[src/rtl/ofs_plat_prim_fifo_mc_pkg.sv]
// rtl/ofs_plat_prim_fifo_mc_pkg.sv - shared helpers for the multi-channel LUTRAM FIFO
package ofs_plat_prim_fifo_mc_pkg;

    // Index increment that wraps at an arbitrary (not necessarily power-of-2) depth.
    function automatic int unsigned next_idx(input int unsigned idx, input int unsigned n_entries);
        return (idx + 32'd1 >= n_entries) ? 32'd0 : idx + 32'd1;
    endfunction

endpackage

[src/rtl/ofs_plat_prim_fifo_mc_chan.sv]
// rtl/ofs_plat_prim_fifo_mc_chan.sv - one channel: LUTRAM store, pointers, count, flags, error, flush
module ofs_plat_prim_fifo_mc_chan
    import ofs_plat_prim_fifo_mc_pkg::*;
#(
    parameter int N_DATA_BITS     = 32,
    parameter int N_ENTRIES       = 4,
    parameter int THRESHOLD       = 1,
    parameter int REGISTER_OUTPUT = 0,
    parameter int CW              = $clog2(N_ENTRIES + 1)
) (
    input  logic                   clk,
    input  logic                   reset_n,
    input  logic                   enq_en,
    input  logic                   bad_enq,
    input  logic [N_DATA_BITS-1:0] enq_data,
    input  logic                   deq_en,
    input  logic                   flush,
    output logic                   notFull,
    output logic                   almostFull,
    output logic [N_DATA_BITS-1:0] first,
    output logic                   notEmpty,
    output logic [CW-1:0]          count,
    output logic                   error
);

    localparam int IW = (N_ENTRIES > 1) ? $clog2(N_ENTRIES) : 1;

    logic [N_DATA_BITS-1:0] mem_q [N_ENTRIES];
    logic [IW-1:0]          wr_idx_q, wr_idx_d, rd_idx_q, rd_idx_d;
    logic [CW-1:0]          cnt_q, cnt_d;
    logic                   error_q, error_d;
    logic                   notFull_q, almostFull_q, notEmpty_q, base_ne_q;
    logic                   enq_ok, deq_ok, err_set, pop;
    logic                   out_room, out_valid_d;

    // Registered flags are the only legality reference; a dequeue never makes room this cycle.
    assign enq_ok  = enq_en && notFull_q && !flush;
    assign deq_ok  = deq_en && notEmpty_q && !flush;
    assign err_set = !flush && ((enq_en && !notFull_q) || (deq_en && !notEmpty_q) || bad_enq);
    assign pop     = base_ne_q && out_room && !flush;

    assign error_d  = flush ? 1'b0 : (error_q || err_set);
    assign cnt_d    = flush ? '0 : (cnt_q + CW'(enq_ok) - CW'(pop));
    assign wr_idx_d = flush ? '0 : (enq_ok ? IW'(next_idx(32'(wr_idx_q), N_ENTRIES)) : wr_idx_q);
    assign rd_idx_d = flush ? '0 : (pop ? IW'(next_idx(32'(rd_idx_q), N_ENTRIES)) : rd_idx_q);

    always_ff @(posedge clk) begin
        if (enq_ok) begin
            mem_q[wr_idx_q] <= enq_data;
        end
    end

    always_ff @(posedge clk or negedge reset_n) begin
        if (!reset_n) begin
            wr_idx_q     <= '0;
            rd_idx_q     <= '0;
            cnt_q        <= '0;
            error_q      <= 1'b0;
            notFull_q    <= 1'b0;
            almostFull_q <= 1'b1;
            notEmpty_q   <= 1'b0;
            base_ne_q    <= 1'b0;
        end else begin
            wr_idx_q     <= wr_idx_d;
            rd_idx_q     <= rd_idx_d;
            cnt_q        <= cnt_d;
            error_q      <= error_d;
            notFull_q    <= (cnt_d != CW'(N_ENTRIES)) && !error_d;
            almostFull_q <= (cnt_d >= CW'(N_ENTRIES - THRESHOLD)) || error_d;
            notEmpty_q   <= out_valid_d && !error_d;
            base_ne_q    <= (cnt_d != '0) && !error_d;
        end
    end

    generate
        if (REGISTER_OUTPUT != 0) begin : g_oreg
            logic                   ovalid_q;
            logic [N_DATA_BITS-1:0] oreg_q;

            // The stage refills whenever it is empty or its entry is being consumed.
            assign out_room    = !ovalid_q || deq_ok;
            assign out_valid_d = !flush && (pop || (ovalid_q && !deq_ok));
            assign first       = oreg_q;

            always_ff @(posedge clk or negedge reset_n) begin
                if (!reset_n) begin
                    ovalid_q <= 1'b0;
                    oreg_q   <= '0;
                end else begin
                    ovalid_q <= out_valid_d;
                    if (pop) begin
                        oreg_q <= mem_q[rd_idx_q];
                    end
                end
            end
        end else begin : g_direct
            assign out_room    = deq_ok;
            assign out_valid_d = (cnt_d != '0);
            assign first       = mem_q[rd_idx_q];
        end
    endgenerate

    assign notFull    = notFull_q;
    assign almostFull = almostFull_q;
    assign notEmpty   = notEmpty_q;
    assign count      = cnt_q;
    assign error      = error_q;

endmodule

[src/rtl/ofs_plat_prim_fifo_lutram_mc.sv]
// rtl/ofs_plat_prim_fifo_lutram_mc.sv - N independent LUTRAM FIFOs behind one shared enqueue port
module ofs_plat_prim_fifo_lutram_mc
    import ofs_plat_prim_fifo_mc_pkg::*;
#(
    parameter int N_DATA_BITS     = 32,
    parameter int N_ENTRIES       = 4,
    parameter int N_CHANNELS      = 2,
    parameter int THRESHOLD       = 1,
    parameter int REGISTER_OUTPUT = 0,
    parameter int CHW             = (N_CHANNELS > 1) ? $clog2(N_CHANNELS) : 1,
    parameter int CW              = $clog2(N_ENTRIES + 1)
) (
    input  logic                                  clk,
    input  logic                                  reset_n,
    input  logic [N_DATA_BITS-1:0]                enq_data,
    input  logic [CHW-1:0]                        enq_chan,
    input  logic                                  enq_en,
    output logic [N_CHANNELS-1:0]                 notFull,
    output logic [N_CHANNELS-1:0]                 almostFull,
    output logic [N_CHANNELS-1:0][N_DATA_BITS-1:0] first,
    input  logic [N_CHANNELS-1:0]                 deq_en,
    output logic [N_CHANNELS-1:0]                 notEmpty,
    output logic [N_CHANNELS-1:0][CW-1:0]         count,
    input  logic [N_CHANNELS-1:0]                 flush,
    output logic [N_CHANNELS-1:0]                 error
);

    logic [CHW:0] chan_ext;
    logic         bad_enq;

    // Out-of-range channel selects are reported on the last channel.
    assign chan_ext = {1'b0, enq_chan};
    assign bad_enq  = enq_en && (32'(chan_ext) >= N_CHANNELS);

    for (genvar c = 0; c < N_CHANNELS; c++) begin : g_chan
        ofs_plat_prim_fifo_mc_chan #(
            .N_DATA_BITS     (N_DATA_BITS),
            .N_ENTRIES       (N_ENTRIES),
            .THRESHOLD       (THRESHOLD),
            .REGISTER_OUTPUT (REGISTER_OUTPUT),
            .CW              (CW)
        ) u_chan (
            .clk        (clk),
            .reset_n    (reset_n),
            .enq_en     (enq_en && (enq_chan == CHW'(c))),
            .bad_enq    ((c == N_CHANNELS - 1) ? bad_enq : 1'b0),
            .enq_data   (enq_data),
            .deq_en     (deq_en[c]),
            .flush      (flush[c]),
            .notFull    (notFull[c]),
            .almostFull (almostFull[c]),
            .first      (first[c]),
            .notEmpty   (notEmpty[c]),
            .count      (count[c]),
            .error      (error[c])
        );
    end

endmodule

[config.mk]
export PLATFORM = sky130hd
export DESIGN_NAME = ofs_plat_prim_fifo_lutram_mc
export DESIGN_NICKNAME = d
export VERILOG_FILES = /design/src/rtl/ofs_plat_prim_fifo_mc_pkg.sv /design/src/rtl/ofs_plat_prim_fifo_mc_chan.sv /design/src/rtl/ofs_plat_prim_fifo_lutram_mc.sv
export SDC_FILE = /design/constraint.sdc
export NUM_CORES = 1
export LEC_CHECK = 0
export ABC_AREA = 1
export CAP_MARGIN = 20
export CORE_MARGIN = 5
export CORE_UTILIZATION = 60
export CTS_CLUSTER_SIZE = 28
export DETAILED_ROUTE_END_ITERATION = 7
export PLACE_DENSITY = 0.93
export RECOVER_POWER = 50
export SETUP_SLACK_MARGIN = 0.5
export SYNTH_ARGS = -nofsm -noshare
export SYNTH_HDL_FRONTEND = slang
export SYNTH_SLANG_ARGS = --single-unit
[constraint.sdc]
create_clock -name clk -period 7.97 [get_ports clk]
set_clock_uncertainty 0.15 [all_clocks]
set_input_delay 1.9925 -clock clk [delete_from_list [all_inputs] [get_ports clk]]
set_output_delay 1.9925 -clock clk [all_outputs]
set_load 0.005 [all_outputs]
### Word level (Yosys, flattened, before mapping)

Memory sizes are Yosys's and may differ from the RTL's.
Index checks and enable logic that the tools add are counted.

* add/subtract/negate cells: 8
* order comparisons: 7
* equal/unequal tests: 2
* mux-type cells: 20
* bitwise logic cells: 1
* reduce and logical (&&, ||, !) cells: 46

Operators by type and width (count)
* $logic_and A1 B1 Y1: 25
* $mux W2: 12
* $add A2 B1 Y3 const B: 4
* $ge A3 B3 Y1 const B: 4
* $logic_not A1 Y1: 8
* $reduce_bool A2 Y1: 4
* $logic_or A1 B1 Y1: 7
* $add A3 B1 Y3: 2
* $ge A3 B2 Y1 const B: 2
* $mux W1: 6
* $mux W3: 2
* $ne A3 B3 Y1 const B: 2
* $reduce_bool A3 Y1: 2
* $sub A3 B1 Y3: 2
* $ge A1 B2 Y1 const B: 1
* $not A1 Y1: 1

* register bits: 22
* RAM bits: 256
* input port bits: 40
* output and inout bits: 78
* word-level logic and storage cells: 100
* memories kept: 2

Memory list
* g_chan[0].u_chan.mem_q: words 4, width 32, rd ports 1, clocked after memory_dff 0, write ports 1, RTL line ofs_plat_prim_fifo_mc_chan.sv:28 `logic [N_DATA_BITS-1:0] mem_q [N_ENTRIES];`
* g_chan[1].u_chan.mem_q: words 4, width 32, rd ports 1, clocked after memory_dff 0, write ports 1, RTL line ofs_plat_prim_fifo_mc_chan.sv:28

### Longest topological paths before layout

* depth in word-level cells: 9
* depth in mapped cells: 12
* depth with buffers taken out: 12

### Cells and area by module

Synthesis repeated with hierarchy kept, for this count alone.

* cell total of the unflattened synthesis: 784
* area, all modules: 10779.1 um2

Modules (own cells, without submodules)
* ofs_plat_prim_fifo_mc_chan at g_chan[1].u_chan: instances 1, cells an instance 390, area an instance 5386.4 um2, sequential area each 4120.2 um2
* ofs_plat_prim_fifo_mc_chan at g_chan[0].u_chan: instances 1, cells an instance 389, area an instance 5371.4 um2, sequential area each 4120.2 um2
* ofs_plat_prim_fifo_lutram_mc: instances 1, cells an instance 5, area an instance 21.3 um2, sequential area each 0.0 um2

### Worst setup path before layout

OpenSTA, ideal clock, no wires.

* path kind: input -> register
* start: in enq_chan
* end: mem g_chan[0].u_chan.mem_q[0][0], enable pin
* library setup time: 0.421 ns
* arrival: 3.769 ns
* data required time: 7.399 ns
* path slack: 3.630 ns
* cell stages on the path: 5
* path buffers: 0
* cell sequence: inv_1 -> nand3_1 -> nor2_1 -> inv_1 -> nor2_1

* cells in the longest elaborated chain, start to end: 6

Ends and longest elaborated chain
* start, declared: RTL line ofs_plat_prim_fifo_lutram_mc.sv:16 `input logic [CHW-1:0] enq_chan,`
* $not A1 Y1: RTL line ofs_plat_prim_fifo_lutram_mc.sv:45 `.enq_en (enq_en && (enq_chan == CHW'(c))),`
* $logic_and A1 B1 Y1: RTL line ofs_plat_prim_fifo_lutram_mc.sv:45
* $logic_and A1 B1 Y1 (2 in series): RTL line ofs_plat_prim_fifo_mc_chan.sv:37 `assign enq_ok = enq_en && notFull_q && !flush;`
* $mux W1: RTL line ofs_plat_prim_fifo_mc_chan.sv:48 `if (enq_ok) begin`
* $mux W1 (implied by the code): RTL line ofs_plat_prim_fifo_mc_chan.sv:49 `mem_q[wr_idx_q] <= enq_data;`
* end, declared: RTL line ofs_plat_prim_fifo_mc_chan.sv:28

Every way passes these cells.

==> flow_summary.toml <==
[clock_network]
cts_sinks = 278
htreeDepth = 1
cts_hold_buf = 0
clk_pin_slew_worst_paths_ns = 0.06
cts_buffers = 26
cts_tree = "yes"
root_buffer = "clkbuf_16"
clockBufferDepth = 3
cts-resized-gates = 0
clk_latency_ns = 0.53
postCtsSetupBuffers = 0

[setup_path]
worstSetupStartpoint = "g_chan[0].u_chan.rd_idx_q[1]"
cp_max_fo = 33
rr_startpoint = "g_chan[0].u_chan.notFull"
endpoint_kind = "output port"
reg2reg_setup_slack_ns = 5.44
critPathKind = "reg -> out"
cp_top_family = "buffers and inverters"
critPathSlowestCell = "dfrtp_1"
reg2regPathDepth = 4
worstPathArrival_ns = 3.38
path_cells = "inv_1 > buf_8 > o21ai_1 > o22ai_1 > clkdlybuf4s50_1"
cp.required_ns = 5.83
worst_setup_path_start_kind = "flip-flop"
critPathMaxStageDelay_ns = 1.09
cp_num_buf_inv = 3
r2r-end = "g_chan[0].u_chan.mem_q[0][14]"

[floorplanning]
rows = 49
coreArea_mm2 = 0.0178
initial_core_util_pct = 60.6
boundaryPins = 118
die_x_um = 144
die-area_mm2 = 0.0208
fp.dieH_um = 144

[placed_design]
globalplace.congestion = 0.777
dpl.hpwl_um = 13900
place_inst = 1085
portBuffers = 117

[power_and_ir_drop]
seqPwrFrac_pct = 52.9
max-vdd-ir-drop_mv = 0.189
powerDensity_mw_per_mm2 = 240
p_sw_share_pct = 21.9
combPwrFrac_pct = 8.7
netSwitchingPower_uw = 681
intPower_uw = 2430
clkPwrFrac_pct = 38.4
p_leak_uw = 0.00452

[sta]
rsz0062_at_grt = "no"
fin_tns_setup_ns = 0
fmax_mhz = 181
setup_viol = 0
slew_viol_final = 0
worst_pin_slew_ns = 1.20
relSlewSlack_pct = 19.9
finalCriticalPeriod_ns = 5.52
finalHoldViolations = 0
fin_crit_sh_pct = 69.3

[hold_path]
hold_path_end = "g_chan[0].u_chan.notEmpty"
worstHoldStart = "g_chan[0].u_chan.error"
min_path_type = "reg -> reg"
min_path_cells = 5

[global_route]
grt_max_degree = 68
grt_pass1_wl_um = 38000
met2_usage_pct = 42.1
antenna_found_initial = 0
use_met3_pct = 4.63
grt_usage_pct = 23.9
grt-busiest-layer = "met2"
grt_overflow = 0
grt_pass1_vias = 6909
use_met1_pct = 30.4

[cells_and_area]
drive_gt1_share_pct = 6.15
utilization_pct = 72.6
layout.cells.non_filler = 1140
fin_nets = 947
syn_to_final_growth_pct = 19.8

[synthesis]
ys_seq_elements = 278
postSynthAreaPerCell_um2 = 13.7
syn-num-nets = 841
synth.distinct_cells = 21
synthCells = 786
yosys_warnings = 0
synth_area_mm2 = 0.0108
seq_area_frac_synth_pct = 76.3

[drt]
wl_um = 25700
drt-initial-drc-count = 1036
antenna_left = 0
wire_per_inst_um = 22.5
vias = 7036
drt-pass1-iter-count = 6
vias_per_cell = 6.17
drc = 0

[outcome]
status = "finished, final reports clean"

[job]
drv_cap = 0
-- Yosys cell counts (all sizes together) --
library cell,n,area (um^2)
ha,13,163
clkbuf,16,60.1
o21ai,137,686
dfstp,2,52.6
nand3,12,60.1
fa,2,40.0
nand2,33,124
o211ai,1,7.51
buf,32,264
edfxtp,256,7690
nand4,3,18.8
nor2,147,552
a21oi,3,15.0
o22ai,64,400
inv,44,165
nand3b,1,7.51
dfrtp,20,500
-- flip-flops by register name, summed over array words and instances, names as in the netlist --
register / flops
g_chan.u_chan.notEmpty: 2
g_chan.u_chan.wr_idx_q: 4
g_chan.u_chan.notFull: 2
g_chan.u_chan.rd_idx_q: 4
g_chan.u_chan.error: 2
g_chan.u_chan.mem_q: 256
g_chan.u_chan.almostFull: 2
g_chan.u_chan.count: 6
-- cell type report --
class / instances / area [um^2]
Inverter: 44 / 165
Multi-Input combinational cell: 416 / 2120
Timing Repair Buffer: 126 / 1320
Clock inverter: 11 / 106
Sequential cell: 278 / 8240
Antenna cell: 1 / 2.50
Fill cell: 994 / 4900
Tap cell: 229 / 287
Clock buffer: 35 / 706
-- power by group through the flow --
stage / registers (uW) / logic, uW / clock network (uW)
after global routing: 1650 / 292 / 1260
after detailed placement: 1690 / 254 / 0
after global placement: 1680 / 244 / 0
after floorplan: 1670 / 130 / 0
after CTS: 1660 / 258 / 1190
final: 1650 / 269 / 1200
-- worst min-delay path, delay by kind of cell (launching register included) --
family,cells,cell delay (ns)
buffers and inverters,1,0.04
flip-flops,1,0.35
AND/OR/NAND/NOR,4,0.22
-- cell usage in the layout, fill, tap and decap left out --
cell	n
inv_2	3
diode_2	1
o21ai_0	97
nand4_1	3
buf_8	1
o22ai_1	64
buf_12	6
nand2_1	33
ha_1	13
clkdlybuf4s50_1	67
bufinv_16	2
nand3_1	12
dfrtp_2	2
fa_1	2
nand3b_1	1
clkinvlp_4	2
dlygate4sd3_1	50
nor2_4	6
clkbuf_16	27
clkbuf_1	9
buf_4	1
dfstp_2	2
clkinv_1	3
o211ai_1	1
clkinv_2	4
nor2_1	141
inv_1	41
edfxtp_1	256
o21ai_1	40
dfrtp_1	18
a21oi_1	3
-- worst max-delay path by stage --
stage	cells after the start	slack, ns	end
after global placement	4	3.10	first[53]
final	5	2.45	first[22]
after CTS	4	2.29	first[24]
after detailed placement	4	2.91	first[60]
after global routing	5	2.28	first[4]
after floorplan	5	3.63	g_chan[0].u_chan.mem_q[0][0]
-- kinds of logic after synthesis --
group | synth area share, %
flops | 76.3
compound gates | 10.3
fa+ha+maj | 1.88
buf+inv | 4.53
simple gates | 7.05
-- layer usage --
layer / vias to the layer above / wire, um
met3: 57 / 2440
met2: 501 / 13300
met5: - / 0
li1: 3074 / -
met1: 3404 / 9280
met4: 0 / 673
-- through the flow --
| stage | hold WS (ns) | cell area (um^2) | worst slack, ns | total power (uW) |
|---|---|---|---|---|
| floorplan | 0.404 | 10800 | 3.63 | 1800 |
| global placement | 0.465 | 12000 | 3.10 | 1930 |
| detailed placement | 0.482 | 12000 | 2.91 | 1940 |
| CTS | 0.491 | 12800 | 2.29 | 3100 |
| global route | 0.539 | 12900 | 2.28 | 3200 |
| finish | 0.489 | 12900 | 2.45 | 3110 |
(Power assumes the default switching activity.)
